### src/rtl/operand_forward_ctrl_pkg.sv
// Shared types and encodings for the EX-stage operand forwarding controller.
package operand_forward_ctrl_pkg;

    localparam int REG_ADDR_W = 5;

    localparam logic [1:0] FWD_REGFILE = 2'b00;
    localparam logic [1:0] FWD_EXMEM   = 2'b01;
    localparam logic [1:0] FWD_MEMWB   = 2'b10;

    typedef struct packed {
        logic [REG_ADDR_W-1:0] rd;
        logic                  we;
        logic                  load;
    } tracker_t;

    localparam tracker_t TRACKER_EMPTY = '0;

endpackage

### src/rtl/operand_forward_ctrl_compare.sv
// Per-operand comparator: picks the forwarding source for one rs and flags a load-use hit.
module fwd_select_compare
    import operand_forward_ctrl_pkg::*;
(
    input  logic [REG_ADDR_W-1:0] rs,
    input  tracker_t              ex,
    input  logic [REG_ADDR_W-1:0] mem_rd,
    input  logic                  mem_we,
    output logic [1:0]            sel,
    output logic                  hazard
);

    logic ex_hit;
    logic mem_hit;

    // x0 is hardwired to zero, so a write to it is never a real producer.
    assign ex_hit  = ex.we && (ex.rd != '0) && (ex.rd == rs);
    assign mem_hit = mem_we && (mem_rd != '0) && (mem_rd == rs);

    assign hazard = ex_hit && ex.load;

    always_comb begin
        sel = FWD_REGFILE;
        if (ex_hit && !ex.load) begin
            sel = FWD_EXMEM;
        end else if (mem_hit) begin
            sel = FWD_MEMWB;
        end
    end

endmodule

### src/rtl/operand_forward_ctrl.sv
// ID-stage forwarding controller: registers EX operand-mux selects, detects load-use stalls
// and counts stall cycles.
module operand_forward_ctrl #(
    parameter int REG_ADDR_W = operand_forward_ctrl_pkg::REG_ADDR_W,
    parameter int COUNT_W    = 32
) (
    input  logic                  CLK,
    input  logic                  RESET,
    input  logic                  HOLD,
    input  logic                  FLUSH,
    input  logic                  ID_VALID,
    input  logic [REG_ADDR_W-1:0] ID_RS1,
    input  logic [REG_ADDR_W-1:0] ID_RS2,
    input  logic [REG_ADDR_W-1:0] ID_RD,
    input  logic                  ID_REG_WRITE,
    input  logic                  ID_MEM_READ,
    output logic [1:0]            FWD_SEL1,
    output logic [1:0]            FWD_SEL2,
    output logic                  STALL,
    output logic [COUNT_W-1:0]    STALL_COUNT
);

    import operand_forward_ctrl_pkg::*;

    tracker_t              ex_trk;
    logic [REG_ADDR_W-1:0] mem_rd;
    logic                  mem_we;

    logic [1:0] sel1_next;
    logic [1:0] sel2_next;
    logic       hazard1;
    logic       hazard2;

    fwd_select_compare u_cmp_rs1 (
        .rs     (ID_RS1),
        .ex     (ex_trk),
        .mem_rd (mem_rd),
        .mem_we (mem_we),
        .sel    (sel1_next),
        .hazard (hazard1)
    );

    fwd_select_compare u_cmp_rs2 (
        .rs     (ID_RS2),
        .ex     (ex_trk),
        .mem_rd (mem_rd),
        .mem_we (mem_we),
        .sel    (sel2_next),
        .hazard (hazard2)
    );

    // A taken branch squashes the ID instruction, so its hazard is moot.
    assign STALL = ID_VALID & ~FLUSH & (hazard1 | hazard2);

    // NOTE: all state here is flops updated with non-blocking assignments and a synchronous reset.
    always_ff @(posedge CLK) begin
        if (!RESET) begin
            ex_trk      <= TRACKER_EMPTY;
            mem_rd      <= '0;
            mem_we      <= 1'b0;
            FWD_SEL1    <= FWD_REGFILE;
            FWD_SEL2    <= FWD_REGFILE;
            STALL_COUNT <= '0;
        end else if (!HOLD) begin
            mem_rd <= ex_trk.rd;
            mem_we <= ex_trk.we;
            if (FLUSH || STALL) begin
                // Bubble into EX: nothing to forward to, nothing to forward from.
                ex_trk   <= TRACKER_EMPTY;
                FWD_SEL1 <= FWD_REGFILE;
                FWD_SEL2 <= FWD_REGFILE;
                if (STALL && (STALL_COUNT != '1)) begin
                    STALL_COUNT <= STALL_COUNT + COUNT_W'(1);
                end
            end else begin
                ex_trk   <= '{rd: ID_RD, we: ID_REG_WRITE & ID_VALID, load: ID_MEM_READ & ID_VALID};
                FWD_SEL1 <= ID_VALID ? sel1_next : FWD_REGFILE;
                FWD_SEL2 <= ID_VALID ? sel2_next : FWD_REGFILE;
            end
        end
    end

endmodule

### config.mk
export PLATFORM = sky130hd
export DESIGN_NAME = operand_forward_ctrl
export DESIGN_NICKNAME = d
export VERILOG_FILES = /design/src/rtl/operand_forward_ctrl_pkg.sv /design/src/rtl/operand_forward_ctrl_compare.sv /design/src/rtl/operand_forward_ctrl.sv
export SDC_FILE = /design/constraint.sdc
export NUM_CORES = 1
export LEC_CHECK = 0
export ABC_AREA = 1
export BUFFER_PORTS_ARGS = -buffer_cell sky130_fd_sc_hd__buf_2
export CORE_ASPECT_RATIO = 1.5
export CORE_MARGIN = 4
export CORE_UTILIZATION = 61
export CTS_CLUSTER_DIAMETER = 30
export CTS_CLUSTER_SIZE = 25
export DETAILED_ROUTE_END_ITERATION = 8
export GPL_ROUTABILITY_DRIVEN = 0
export PLACE_DENSITY = 0.93
export SYNTH_ARGS = -nofsm -noshare
export SYNTH_HDL_FRONTEND = slang
export SYNTH_SLANG_ARGS = --single-unit
### constraint.sdc
create_clock -name CLK -period 5.8 [get_ports CLK]
set_clock_uncertainty 0.15 [all_clocks]
set_input_delay 0 -clock CLK [delete_from_list [all_inputs] [get_ports CLK]]
set_output_delay 0 -clock CLK [all_outputs]
set_load 0.01 [all_outputs]
==> results.md <==
- Outcome: complete, no violations
- First-pass GRT wire length: 15.5 mm
- Min-delay worst type: input port to flop
- CP startpoint kind: flop
- Die extent in y: 97.3 um
- Synth unique cells: 24
- Worst path max stage delay: just under 0.8 ns
- Endpoints failing hold: 0
- Highest Clock Rate: 0.327 GHz
- Crit-path cells: xnor2_1 -> nand3_1 -> nor2_1 -> nand2_1 -> nand2_1 -> nand3_4 -> o21ai_0 -> nor2_1
- Final net count: about 600
- Synthesized cell area: 3240 um2
- Clock-pin slew on the worst setup and hold paths: 0.09 ns
- Worst endpoint required time: 5.85 ns
- Die Wd: between 60 and 70 um
- Ant diodes: 0
- Post-synthesis net count: 540
- Vias per cell: between 5 and 6
- Area grow syn2layout: 15.3%
- Routed via count: between 3000 and 4000
- Die ar.: 6570 um2
- Drc violations: 0
- Post-DP HPWL: around 6.7 mm
- Root Buffer: clkbuf_8
- Final slew viol count: 0
- Kind of critical path: flop to flop
- Gr ovfl total: 0
- Maximum vdd ir drop: 201 uV
- Post-Route WL: 9.33 mm
- Setup_tns: 0 ns
- Post-CTS setup repair buffer count: 0
- Clock power share: 39.0%
- Layout cells sized above 1: 16.4%
- Crit-path max FO: 34
- Finish-stage setup viols: 0
- Pre-Repair DR Iteration Count: 5
- CTS tree: built
- Met1 wire length: 3.38 mm
- Fin cells: 641
- Worst path bufs/invs: 0
- Int Pwr: 0.503 mW
- Syn_area_per_cell: 6.27 um2
- Synthesized instance count: 517
- Synth top area cells: dfxtp_1 (30%), nand2_1 (18%), nor2_1 (9.0%), xor2_1 (6.2%), nand4_1 (6.2%)
- Fillcell total: 431
- Synth top area share: 30.3%
- Reg area: 981 um2
- Area leader, netlist: dfxtp_1
- H-tree Lvls: 2
- Clk Latency, worst-skew pair: 0.31 ns
- PwrDens: 177 nW/um2
- WL/cell: between 10 and 15 um
- Psw: 0.157 mW
- Seq/Total Area, Yosys: 30.3%
- Comb pwr share: 8.7%
- Multi-input gate area: 1980 um2
- Family with the most delay on the worst path: simple AND/OR/NAND/NOR gates
- Sw frac: a little under a quarter
- Max cap viols: 0
- Cells after DPL: approximately 620
- Slew HR: 26.9%
- Iteration-0 DRC Markers: between 300 and 400
- Slew @ Worst Pin: approximately 1.1 ns
- Crit share post-route: 52.7%
- Post-cts resize count: 0
- Met2 wire length: ~4.7 mm
- Final Critical Period: 3.06 ns
- Clk sink count: 49
- Initial antenna violation count: 0
- CTS Buf Count: 5
- IO buf count: 58
- Initial Util: 62.7%
- Top sig layer: met4
- Total GRT Usage: between 20 and 30%
- Critical Path AT: 3.11 ns
- # rows: 32
- Yosys warns: 0
- Element type at the critical path end: flop
- Critical path's slowest cell: nand2_1
- Vias in the first global route: around 3500
- RSZ-0062 raised after global routing: false
- FF+latch count, synth: approximately 50
- Core area: slightly above 5000 um2
- Final ANT Viol Nets: 0
- Largest net degree at the start of global routing: 35
- Leak: 1.54 nW
- Clock tree buffer depth: 2
- Share of power burned in registers: 52.3%
- Number of I/O pins: 59
- WL met3: approximately 640 um
-- cell type report --
| cell class | count | share of cell area (%) |
|---|---|---|
| clock buffer | 6 | 2.21 |
| clock inverter | 2 | 1.00 |
| inverter | 46 | 4.62 |
| multi-input combinational | 401 | 53.1 |
| sequential | 49 | 26.2 |
| tap | 68 | 2.28 |
| timing repair buffer | 69 | 10.6 |
-- cells in the final DEF, fill, tap and decap left out --
master,n
a21oi_1,36
a21oi_2,9
buf_2,58
buf_4,2
bufinv_16,1
clkbuf_8,6
clkinvlp_4,1
dfxtp_1,49
dlygate4sd3_1,9
ha_1,1
inv_1,45
inv_2,1
nand2_1,153
nand2_2,10
nand2_4,1
nand3_1,30
nand3_4,1
nand3b_1,5
nand4_1,32
nor2_1,77
nor2_2,2
nor2_4,2
nor3_1,1
o21ai_0,8
xnor2_1,10
xor2_1,23
-- sequential cells by signal, summed over array words and instances (netlist names) --
name and cells:
FWD_SEL1 2, mem_rd 5, ex_trk 7, FWD_SEL2 2, mem_we 1, STALL_COUNT 32
-- metal layers --
| metal | global-route usage, % | vias to the layer above |
|---|---|---|
| met5 | 0 | - |
| met4 | 18.0 | 0 |
| met3 | 5.09 | 51 |
| met2 | 52.6 | 182 |
| met1 | 30.2 | 1597 |
| li1 | - | 1765 |
-- timing repair --
item | 4_1_cts | 5_1_grt
hold buffers | 9 | 0
endpoints found under the hold margin | 19 | 0
endpoints found under the setup margin | 0 | 0
-- path summary, 6_finish.rpt --
check / from / end / slack (ns) / cells past startpoint
max: ex_trk[3] / STALL_COUNT[0] / 2.74 / 8
min: ID_VALID / ex_trk[0] / 0.05 / 5
max reg2reg: ex_trk[3] / STALL_COUNT[0] / 2.74 / 8
min reg2reg: FWD_SEL1[0] / FWD_SEL1[0] / 0.32 / 2
-- synthesized netlist by cell type --
cell        n
nand2_1   153
nor2_1     78
dfxtp_1    49
inv_1      45
a21oi_1    36
nand4_1    32
nand3_1    30
xor2_1     23
clkbuf_1   12
nand2_2    10
xnor2_1    10
a21oi_2     9
o21ai_0     8
nand3b_1    5
buf_2       4
buf_6       3
buf_1       2
nor2_4      2
ha_1        1
inv_2       1
nand2_4     1
nand3_4     1
nor2_2      1
nor3_1      1
-- power by group through the flow --
stage	logic [mW]	clock network, mW	registers [mW]
6_report	0.0574	0.257	0.345
5_1_grt	0.0620	0.275	0.346
4_1_cts	0.0557	0.261	0.345
3_5_place_dp	0.0508	0	0.353
3_3_place_gp	0.0485	0	0.352
2_1_floorplan	0.0331	0	0.352
-- worst min-delay path, delay by kind of cell --
kind / cells / cell delay (ns)
buf+inv: 1 / 0.10
compound gates: 1 / 0.05
simple gates: 3 / 0.31
-- kinds of logic (layout without fill, tap and decap cells) --
logic type,count (synthesis),in the layout,synth area share [%]
flip-flops,49,49,30.3
AND/OR/NAND/NOR,314,314,42.6
buffers and inverters,67,123,8.61
adder cells (fa/ha/maj),1,1,0.386
AO/OA/AOI/OAI,53,53,9.23
XOR/XNOR,33,33,8.92
-- metrics by stage --
| stage | hold slack (ns) | util, % | power [mW] | area [um2] | worst slack, ns |
|---|---|---|---|---|---|
| after floorplan | -0.0296 | - | 0.385 | 3240 | 3.83 |
| after global placement | 0.166 | 68.3 | 0.401 | 3530 | 3.01 |
| after detailed placement | 0.174 | 68.3 | 0.403 | 3530 | 2.77 |
| after CTS | 0.0567 | 72.4 | 0.661 | 3740 | 2.76 |
| after global routing | 0.0752 | 72.4 | 0.682 | 3740 | 2.46 |
| final | 0.0486 | 72.4 | 0.660 | 3740 | 2.74 |
(Power assumes the default switching activity.)
